### config.mk
export PLATFORM = sky130hd
export DESIGN_NAME = ram_master_flat
export DESIGN_NICKNAME = d
export VERILOG_FILES = /design/src/rtl/ram_pkg.sv /design/src/rtl/ram_master_if.sv /design/src/rtl/ram_rd_fifo.sv /design/src/rtl/ram_master.sv /design/src/flat_wrapper.sv
export SDC_FILE = /design/constraint.sdc
export NUM_CORES = 1
export LEC_CHECK = 0
export BUFFER_PORTS_ARGS = -buffer_cell sky130_fd_sc_hd__buf_4
export CORE_ASPECT_RATIO = 0.7
export CORE_MARGIN = 1.5
export CORE_UTILIZATION = 40
export CTS_CLUSTER_DIAMETER = 200
export CTS_CLUSTER_SIZE = 40
export DETAILED_ROUTE_END_ITERATION = 8
export PLACE_DENSITY = 0.58
export SLEW_MARGIN = 20
export SYNTH_ARGS = -nofsm -noshare
export SYNTH_HDL_FRONTEND = slang
export SYNTH_SLANG_ARGS = --single-unit
### constraint.sdc
create_clock -name clk -period 5.8 [get_ports clk]
set_input_delay 1.16 -clock clk [delete_from_list [all_inputs] [get_ports clk]]
set_output_delay 1.16 -clock clk [all_outputs]
set_load 0.005 [all_outputs]
### src/rtl/ram_pkg.sv
// ram_pkg: shared widths, FSM state encoding and address helpers for ram_master.
// Ports: none (package).
// Optional feature macro used by ram_master: RAM_MASTER_NOWRAP_EN.
package ram_pkg;

    localparam int ADDR_W    = 5;
    localparam int DATA_W    = 32;
    localparam int MEM_DEPTH = 32;

    typedef enum logic [1:0] {
        ST_IDLE  = 2'd0,
        ST_WRITE = 2'd1,
        ST_READ  = 2'd2,
        ST_DRAIN = 2'd3
    } state_e;

    // True when a burst starting at addr with length-minus-one len would run
    // past the last RAM word.
    function automatic logic burst_overflows(input logic [ADDR_W-1:0] addr,
                                             input logic [ADDR_W-1:0] len);
        logic [ADDR_W:0] last;
        last = {1'b0, addr} + {1'b0, len};
        return last > (ADDR_W + 1)'(MEM_DEPTH - 1);
    endfunction

endpackage

### src/rtl/ram_master_if.sv
// ram_master_if: command, write-data and read-data streams of ram_master.
// Signals: cmd_valid/cmd_ready/cmd_wr/cmd_addr/cmd_len/cmd_err,
//          wr_valid/wr_ready/wr_data, rd_valid/rd_ready/rd_data, busy.
// Modports: master = upstream controller, slave = ram_master.
interface ram_master_if;
    import ram_pkg::*;

    logic              cmd_valid;
    logic              cmd_ready;
    logic              cmd_wr;
    logic [ADDR_W-1:0] cmd_addr;
    logic [ADDR_W-1:0] cmd_len;
    logic              cmd_err;
    logic              wr_valid;
    logic              wr_ready;
    logic [DATA_W-1:0] wr_data;
    logic              rd_valid;
    logic              rd_ready;
    logic [DATA_W-1:0] rd_data;
    logic              busy;

    modport master (
        output cmd_valid, cmd_wr, cmd_addr, cmd_len, wr_valid, wr_data, rd_ready,
        input  cmd_ready, cmd_err, wr_ready, rd_valid, rd_data, busy
    );

    modport slave (
        input  cmd_valid, cmd_wr, cmd_addr, cmd_len, wr_valid, wr_data, rd_ready,
        output cmd_ready, cmd_err, wr_ready, rd_valid, rd_data, busy
    );

endinterface

### src/rtl/ram_rd_fifo.sv
// ram_rd_fifo: show-ahead synchronous FIFO for RAM read returns.
// Ports: clk, reset (sync, active-high, clears pointers/count),
//        push/push_data, pop/pop_data, full, empty, count.
// pop_data reads 0 while empty so the read-data output is quiet after reset.
module ram_rd_fifo
    import ram_pkg::*;
#(
    parameter  int DEPTH = 4,
    localparam int CNT_W = $clog2(DEPTH + 1),
    localparam int PTR_W = $clog2(DEPTH)
) (
    input  logic              clk,
    input  logic              reset,
    input  logic              push,
    input  logic [DATA_W-1:0] push_data,
    input  logic              pop,
    output logic [DATA_W-1:0] pop_data,
    output logic              full,
    output logic              empty,
    output logic [CNT_W-1:0]  count
);

    logic [DATA_W-1:0] mem_q [DEPTH];
    logic [PTR_W-1:0]  wr_ptr_q, wr_ptr_d;
    logic [PTR_W-1:0]  rd_ptr_q, rd_ptr_d;
    logic [CNT_W-1:0]  count_q, count_d;
    logic              push_en, pop_en;

    function automatic logic [PTR_W-1:0] ptr_inc(input logic [PTR_W-1:0] p);
        return (p == PTR_W'(DEPTH - 1)) ? '0 : p + PTR_W'(1);
    endfunction

    assign empty   = (count_q == '0);
    assign full    = (count_q == CNT_W'(DEPTH));
    assign count   = count_q;
    assign pop_en  = pop && !empty;
    // A push into a full FIFO is fine when the head leaves in the same cycle.
    assign push_en = push && (!full || pop_en);
    assign pop_data = empty ? '0 : mem_q[rd_ptr_q];

    always_comb begin
        wr_ptr_d = push_en ? ptr_inc(wr_ptr_q) : wr_ptr_q;
        rd_ptr_d = pop_en  ? ptr_inc(rd_ptr_q) : rd_ptr_q;
        count_d  = count_q;
        case ({push_en, pop_en})
            2'b10:   count_d = count_q + CNT_W'(1);
            2'b01:   count_d = count_q - CNT_W'(1);
            default: count_d = count_q;
        endcase
    end

    always_ff @(posedge clk) begin
        if (reset) begin
            wr_ptr_q <= '0;
            rd_ptr_q <= '0;
            count_q  <= '0;
        end else begin
            wr_ptr_q <= wr_ptr_d;
            rd_ptr_q <= rd_ptr_d;
            count_q  <= count_d;
        end
    end

    // Storage needs no reset: only entries covered by count are ever visible.
    always_ff @(posedge clk) begin
        if (push_en) begin
            mem_q[wr_ptr_q] <= push_data;
        end
    end

endmodule

### src/rtl/ram_master.sv
// ram_master: burst initiator for the 32x32 single-port synchronous RAM.
// Ports: clk, reset (sync, active-high); bus (ram_master_if.slave: command,
//        write-data and read-data streams, cmd_err, busy);
//        cen/wen/S_addr/S_din registered RAM pins; S_dout RAM read data.
// Parameter: RD_FIFO_DEPTH (>= 2; 4 sustains one read word per cycle).
// Macro RAM_MASTER_NOWRAP_EN: reject bursts crossing address 31 with a
// one-cycle cmd_err pulse; otherwise bursts wrap 31 -> 0 and cmd_err is 0.
module ram_master
    import ram_pkg::*;
#(
    parameter int RD_FIFO_DEPTH = 4
) (
    input  logic              clk,
    input  logic              reset,
    ram_master_if.slave       bus,
    output logic              cen,
    output logic              wen,
    output logic [ADDR_W-1:0] S_addr,
    output logic [DATA_W-1:0] S_din,
    input  logic [DATA_W-1:0] S_dout
);

    localparam int CNT_W = $clog2(RD_FIFO_DEPTH + 1);

    state_e            state_q, state_d;
    logic [ADDR_W-1:0] addr_q, addr_d;
    logic [ADDR_W-1:0] rem_q, rem_d;
    logic              cen_q, cen_d;
    logic              wen_q, wen_d;
    logic [ADDR_W-1:0] s_addr_q, s_addr_d;
    logic [DATA_W-1:0] s_din_q, s_din_d;
    // flag_q[0]: read issued last edge; flag_q[1]: its data is on S_dout now.
    logic [1:0]        flag_q, flag_d;
    logic              issue;
    logic              reject;
    logic [1:0]        inflight;
    logic [CNT_W-1:0]  fifo_count;
    logic [CNT_W:0]    occupancy;
    logic              fifo_full, fifo_empty;

    assign inflight  = {1'b0, flag_q[0]} + {1'b0, flag_q[1]};
    // Reads already in the RAM pipeline are counted as if stored, so the FIFO
    // always has room for everything that will emerge.
    assign occupancy = {1'b0, fifo_count} + {{(CNT_W - 1){1'b0}}, inflight};

`ifdef RAM_MASTER_NOWRAP_EN
    logic cmd_err_q, cmd_err_d;
    assign reject      = burst_overflows(bus.cmd_addr, bus.cmd_len);
    assign bus.cmd_err = cmd_err_q;
`else
    assign reject      = 1'b0;
    assign bus.cmd_err = 1'b0;
`endif

    always_comb begin
        state_d  = state_q;
        addr_d   = addr_q;
        rem_d    = rem_q;
        cen_d    = 1'b0;
        wen_d    = 1'b0;
        s_addr_d = s_addr_q;
        s_din_d  = s_din_q;
        issue    = 1'b0;
`ifdef RAM_MASTER_NOWRAP_EN
        cmd_err_d = 1'b0;
`endif
        case (state_q)
            ST_IDLE: begin
                if (bus.cmd_valid && !reject) begin
                    addr_d  = bus.cmd_addr;
                    rem_d   = bus.cmd_len;
                    state_d = bus.cmd_wr ? ST_WRITE : ST_READ;
                end
`ifdef RAM_MASTER_NOWRAP_EN
                cmd_err_d = bus.cmd_valid && reject;
`endif
            end
            ST_WRITE: begin
                if (bus.wr_valid) begin
                    cen_d    = 1'b1;
                    wen_d    = 1'b1;
                    s_addr_d = addr_q;
                    s_din_d  = bus.wr_data;
                    addr_d   = addr_q + ADDR_W'(1);
                    rem_d    = rem_q - ADDR_W'(1);
                    if (rem_q == '0) begin
                        state_d = ST_IDLE;
                    end
                end
            end
            ST_READ: begin
                if (occupancy < (CNT_W + 1)'(RD_FIFO_DEPTH) && !fifo_full) begin
                    issue    = 1'b1;
                    cen_d    = 1'b1;
                    s_addr_d = addr_q;
                    addr_d   = addr_q + ADDR_W'(1);
                    rem_d    = rem_q - ADDR_W'(1);
                    if (rem_q == '0) begin
                        state_d = ST_DRAIN;
                    end
                end
            end
            ST_DRAIN: begin
                if (inflight == 2'd0) begin
                    state_d = ST_IDLE;
                end
            end
            default: state_d = ST_IDLE;
        endcase
        flag_d = {flag_q[0], issue};
    end

    always_ff @(posedge clk) begin
        if (reset) begin
            state_q  <= ST_IDLE;
            addr_q   <= '0;
            rem_q    <= '0;
            cen_q    <= 1'b0;
            wen_q    <= 1'b0;
            s_addr_q <= '0;
            s_din_q  <= '0;
            flag_q   <= '0;
`ifdef RAM_MASTER_NOWRAP_EN
            cmd_err_q <= 1'b0;
`endif
        end else begin
            state_q  <= state_d;
            addr_q   <= addr_d;
            rem_q    <= rem_d;
            cen_q    <= cen_d;
            wen_q    <= wen_d;
            s_addr_q <= s_addr_d;
            s_din_q  <= s_din_d;
            flag_q   <= flag_d;
`ifdef RAM_MASTER_NOWRAP_EN
            cmd_err_q <= cmd_err_d;
`endif
        end
    end

    ram_rd_fifo #(
        .DEPTH(RD_FIFO_DEPTH)
    ) u_rd_fifo (
        .clk       (clk),
        .reset     (reset),
        .push      (flag_q[1]),
        .push_data (S_dout),
        .pop       (bus.rd_ready),
        .pop_data  (bus.rd_data),
        .full      (fifo_full),
        .empty     (fifo_empty),
        .count     (fifo_count)
    );

    assign cen    = cen_q;
    assign wen    = wen_q;
    assign S_addr = s_addr_q;
    assign S_din  = s_din_q;

    // cmd_ready is held low while reset is asserted so every output reads 0.
    assign bus.cmd_ready = (state_q == ST_IDLE) && !reset;
    assign bus.wr_ready  = (state_q == ST_WRITE);
    assign bus.busy      = (state_q != ST_IDLE);
    assign bus.rd_valid  = !fifo_empty;

endmodule

### src/flat_wrapper.sv
// flat-port wrapper written by rule: the top's interface ports become plain ports
module ram_master_flat import ram_pkg::*;
#(
    parameter int RD_FIFO_DEPTH = 4
)
  (clk, reset, cen, wen, S_addr, S_din, S_dout, bus_cmd_valid, bus_cmd_wr, bus_cmd_addr, bus_cmd_len, bus_wr_valid, bus_wr_data, bus_rd_ready, bus_cmd_ready, bus_cmd_err, bus_wr_ready, bus_rd_valid, bus_rd_data, bus_busy);
  ram_master_if bus_i ();
  input  logic clk;
  input  logic reset;
  output logic cen;
  output logic wen;
  output logic [ADDR_W-1:0] S_addr;
  output logic [DATA_W-1:0] S_din;
  input  logic [DATA_W-1:0] S_dout;
  input wire logic [$bits(bus_i.cmd_valid)-1:0] bus_cmd_valid;
  input wire logic [$bits(bus_i.cmd_wr)-1:0] bus_cmd_wr;
  input wire logic [$bits(bus_i.cmd_addr)-1:0] bus_cmd_addr;
  input wire logic [$bits(bus_i.cmd_len)-1:0] bus_cmd_len;
  input wire logic [$bits(bus_i.wr_valid)-1:0] bus_wr_valid;
  input wire logic [$bits(bus_i.wr_data)-1:0] bus_wr_data;
  input wire logic [$bits(bus_i.rd_ready)-1:0] bus_rd_ready;
  output wire logic [$bits(bus_i.cmd_ready)-1:0] bus_cmd_ready;
  output wire logic [$bits(bus_i.cmd_err)-1:0] bus_cmd_err;
  output wire logic [$bits(bus_i.wr_ready)-1:0] bus_wr_ready;
  output wire logic [$bits(bus_i.rd_valid)-1:0] bus_rd_valid;
  output wire logic [$bits(bus_i.rd_data)-1:0] bus_rd_data;
  output wire logic [$bits(bus_i.busy)-1:0] bus_busy;
  assign bus_i.cmd_valid = bus_cmd_valid;
  assign bus_i.cmd_wr = bus_cmd_wr;
  assign bus_i.cmd_addr = bus_cmd_addr;
  assign bus_i.cmd_len = bus_cmd_len;
  assign bus_i.wr_valid = bus_wr_valid;
  assign bus_i.wr_data = bus_wr_data;
  assign bus_i.rd_ready = bus_rd_ready;
  assign bus_cmd_ready = bus_i.cmd_ready;
  assign bus_cmd_err = bus_i.cmd_err;
  assign bus_wr_ready = bus_i.wr_ready;
  assign bus_rd_valid = bus_i.rd_valid;
  assign bus_rd_data = bus_i.rd_data;
  assign bus_busy = bus_i.busy;
  ram_master #(.RD_FIFO_DEPTH(RD_FIFO_DEPTH)) u_core (.clk(clk), .reset(reset), .bus(bus_i), .cen(cen), .wen(wen), .S_addr(S_addr), .S_din(S_din), .S_dout(S_dout));
endmodule
==> flow_metrics.env <==
export IMPL_finalClockSkew_ns=0.0111
export IMPL_design_core_area_um2=18300
export IMPL_numCtsBuffers=17
export IMPL_die_area_um2=19800
export IMPL_dp_hpwl_mm=10.4
export IMPL_synth_cell_types=43
export IMPL_cts_hold_fix_buffers=0
export IMPL_die_height_um=118
export IMPL_ys_seq_area_share_pct=67.0
export IMPL_gp_congestion=0.731
export IMPL_clk_pin_slew_ns=0.07
export IMPL_fin_crit_sh_pct=61.5
export IMPL_routedWlPerCell_um=17.2
export IMPL_drc=0
export IMPL_cts_root_buf="clkbuf_16"
export IMPL_syn2layout_area_growth_pct=25.2
export IMPL_seq_area_um2=5090
export IMPL_arrival_ns=2.41
export IMPL_status="completed"
export IMPL_post_layout_nonfiller_instances=928
export IMPL_layout_commonest_cell="buf_4"
export IMPL_mostFrequentLayoutCells="buf_4, edfxtp_1, nand2_1"
export IMPL_syn_area_per_cell_um2=14.3
export IMPL_max_vdd_ir_drop_uv=136
export IMPL_startpoint_type="flop"
export IMPL_die_width_um=168
export IMPL_endpoint_kind="output port"
export IMPL_syn_inst=532
export IMPL_slew_violations=0
export IMPL_clkPwrFrac_pct=30.2
export IMPL_via_count=4667
export IMPL_synth_async_reset_ratio_pct=0
export IMPL_critPathMaxFanout=20
export IMPL_num_rows=41
export IMPL_syn_nets=629
export IMPL_cts_resized=0
export IMPL_p_leak_uw=0.00352
export IMPL_initial_core_util_pct=41.4
export IMPL_met3_usage_pct=5.46
export IMPL_track_usage_pct=16.6
export IMPL_fillers=1542
export IMPL_drt_pre_antenna_iters=6
export IMPL_switchingPower_uw=1050
export IMPL_vias_per_cell=5.03
export IMPL_antenna_found_initial=1
export IMPL_setup_violations=0
export IMPL_synth_edff_count=128
export IMPL_io_pins=156
export IMPL_grt_pass1_vias=4780
export IMPL_wl_mm=16.0
export IMPL_drtIter0Drc=320
export IMPL_cts_setup_buffers=0
export IMPL_switching_share_pct=29.1
export IMPL_cts_buffer_depth=2
export IMPL_fin_crit_ns=3.57
export IMPL_clk_latency_ns=0.42
export IMPL_pwr_share_seq_pct=45.3
export IMPL_synth_main_ff_cell="edfxtp_1"
export IMPL_cts_sinks=190
export IMPL_drive_gt1_share_pct=34.0
export IMPL_grt_overflow=0
export IMPL_drv_cap=0
export IMPL_synth_seq_cells=190
export IMPL_multi_input_area_um2=2310
export IMPL_final_util_pct=51.9
export IMPL_grt_met1_usage_pct=22.8
export IMPL_p_int_uw=2560
export IMPL_finalSetupTns_ns=0
export IMPL_worst_pin_slew_ns=0.961
export IMPL_grt_max_degree=66
export IMPL_power_density_nw_per_um2=380
export IMPL_fin_nets=775
export IMPL_netlist_area_um2=7580
export IMPL_gr_usage_met2_pct=25.9
export IMPL_rsz0062_at_grt="false"
export IMPL_portBuffers=154
export IMPL_htree_levels=4
export IMPL_ys_warn_count=0
export IMPL_dp_cells=895
export IMPL_top_usage_layer="met2"
export IMPL_finalHoldViolCount=0
export IMPL_required_ns=4.64
export IMPL_max_freq_mhz=280
export IMPL_combPwrFrac_pct=24.4
export IMPL_detail_route_antenna_nets=0
export IMPL_slew_headroom_pct=35.9
export IMPL_cts_tree="yes"
export IMPL_grt_pass1_wl_mm=25.2
export IMPL_hp_class="reg2reg"
export IMPL_path_class="reg2out"
-- routing by layer --
layer  wire length [um]  share of wire (%)  vias to the layer above
met2               7560                 47                      118
met3                874                5.5                        6
met5                  0                  0                        -
li1                   -                  -                     2224
met1               7430                 47                     2319
met4                103               0.65                        0
-- stage by stage --
step	hold WS [ns]	instance area, um2	total power [uW]	setup WS [ns]
2_1_floorplan	0.432	7580	2220	2.86
3_3_place_gp	0.442	8930	2530	2.61
3_5_place_dp	0.452	8930	2560	2.59
4_1_cts	0.463	9490	3650	2.13
5_1_grt	0.485	9500	3800	2.03
6_report	0.459	9500	3610	2.23
-- path summary, 6_finish.rpt --
| kind | cells past startpoint | slack (ns) | start | endpoint |
|---|---|---|---|---|
| min reg2reg | 2 | 0.46 | u_core.S_din[26] | u_core.S_din[26] |
| max | 4 | 2.23 | flop | bus_rd_data[7] |
| max reg2reg | 6 | 3.16 | u_core.state_q[1] | u_core.addr_q[0] |
| min | 2 | 0.46 | u_core.S_din[26] | u_core.S_din[26] |
-- area by class of cell --
class / count / area share (%)
well taps: 236 / 3.11
repair buffers: 156 / 12.3
diodes: 1 / 0.0263
flip-flops and latches: 190 / 53.6
clock buffers: 18 / 4.52
multi-input cells: 294 / 24.3
inverters: 19 / 0.751
clock inverters: 14 / 1.40
-- state kept, by name, indices dropped and copies added, names as in the netlist, named ones only --
register,flops
u_core.u_rd_fifo.rd_ptr_q,2
u_core.u_rd_fifo.wr_ptr_q,2
u_core.flag_q,2
u_core.wen,1
u_core.S_addr,5
u_core.state_q,2
u_core.u_rd_fifo.mem_q,128
u_core.addr_q,5
u_core.S_din,32
u_core.cen,1
u_core.u_rd_fifo.count,3
u_core.rem_q,5
-- worst max-delay path, stage by stage, from the launching register on --
cell,delay [ns]
dfxtp_2,0.62
buf_4,0.48
mux4_2,0.56
and2_1,0.18
buf_4,0.13
-- power groups by stage --
stage / logic [uW] / clock network (uW) / registers, uW
3_3_place_gp: 870 / 0 / 1660
2_1_floorplan: 582 / 0 / 1640
3_5_place_dp: 889 / 0 / 1670
4_1_cts: 893 / 1110 / 1640
5_1_grt: 976 / 1170 / 1650
6_report: 881 / 1090 / 1640
-- logic make-up after synthesis --
| group | share of synthesized area, % |
|---|---|
| and+or+nand+nor | 9.77 |
| adders and majority gates | 2.90 |
| DFF | 67.0 |
| xor gates and xnor gates | 0.231 |
| other | 0.0494 |
| muxes | 11.5 |
| buffers and inverters | 2.64 |
| AOI/OAI and AO/OA | 5.84 |
-- Yosys cell counts (2+ instances only) --
library cell | n | area share (%)
edfxtp_1 | 128 | 51
nand2_1 | 78 | 3.9
dfxtp_1 | 62 | 16
a21oi_1 | 46 | 3.0
and2_1 | 37 | 3.1
mux4_2 | 32 | 9.5
nor2_1 | 20 | 0.99
inv_1 | 19 | 0.94
clkbuf_1 | 16 | 0.79
ha_1 | 16 | 2.6
mux2i_1 | 12 | 1.6
nand2b_1 | 6 | 0.49
o21ai_0 | 6 | 0.40
buf_1 | 5 | 0.25
or3_1 | 5 | 0.41
buf_2 | 4 | 0.26
buf_4 | 4 | 0.40
nor2b_1 | 3 | 0.25
o22ai_1 | 3 | 0.25
o32ai_1 | 3 | 0.35
mux2_2 | 2 | 0.30
nand3_1 | 2 | 0.13
o211ai_1 | 2 | 0.20
xor2_1 | 2 | 0.23
No activity file was read; power rests on OpenSTA's default activity.
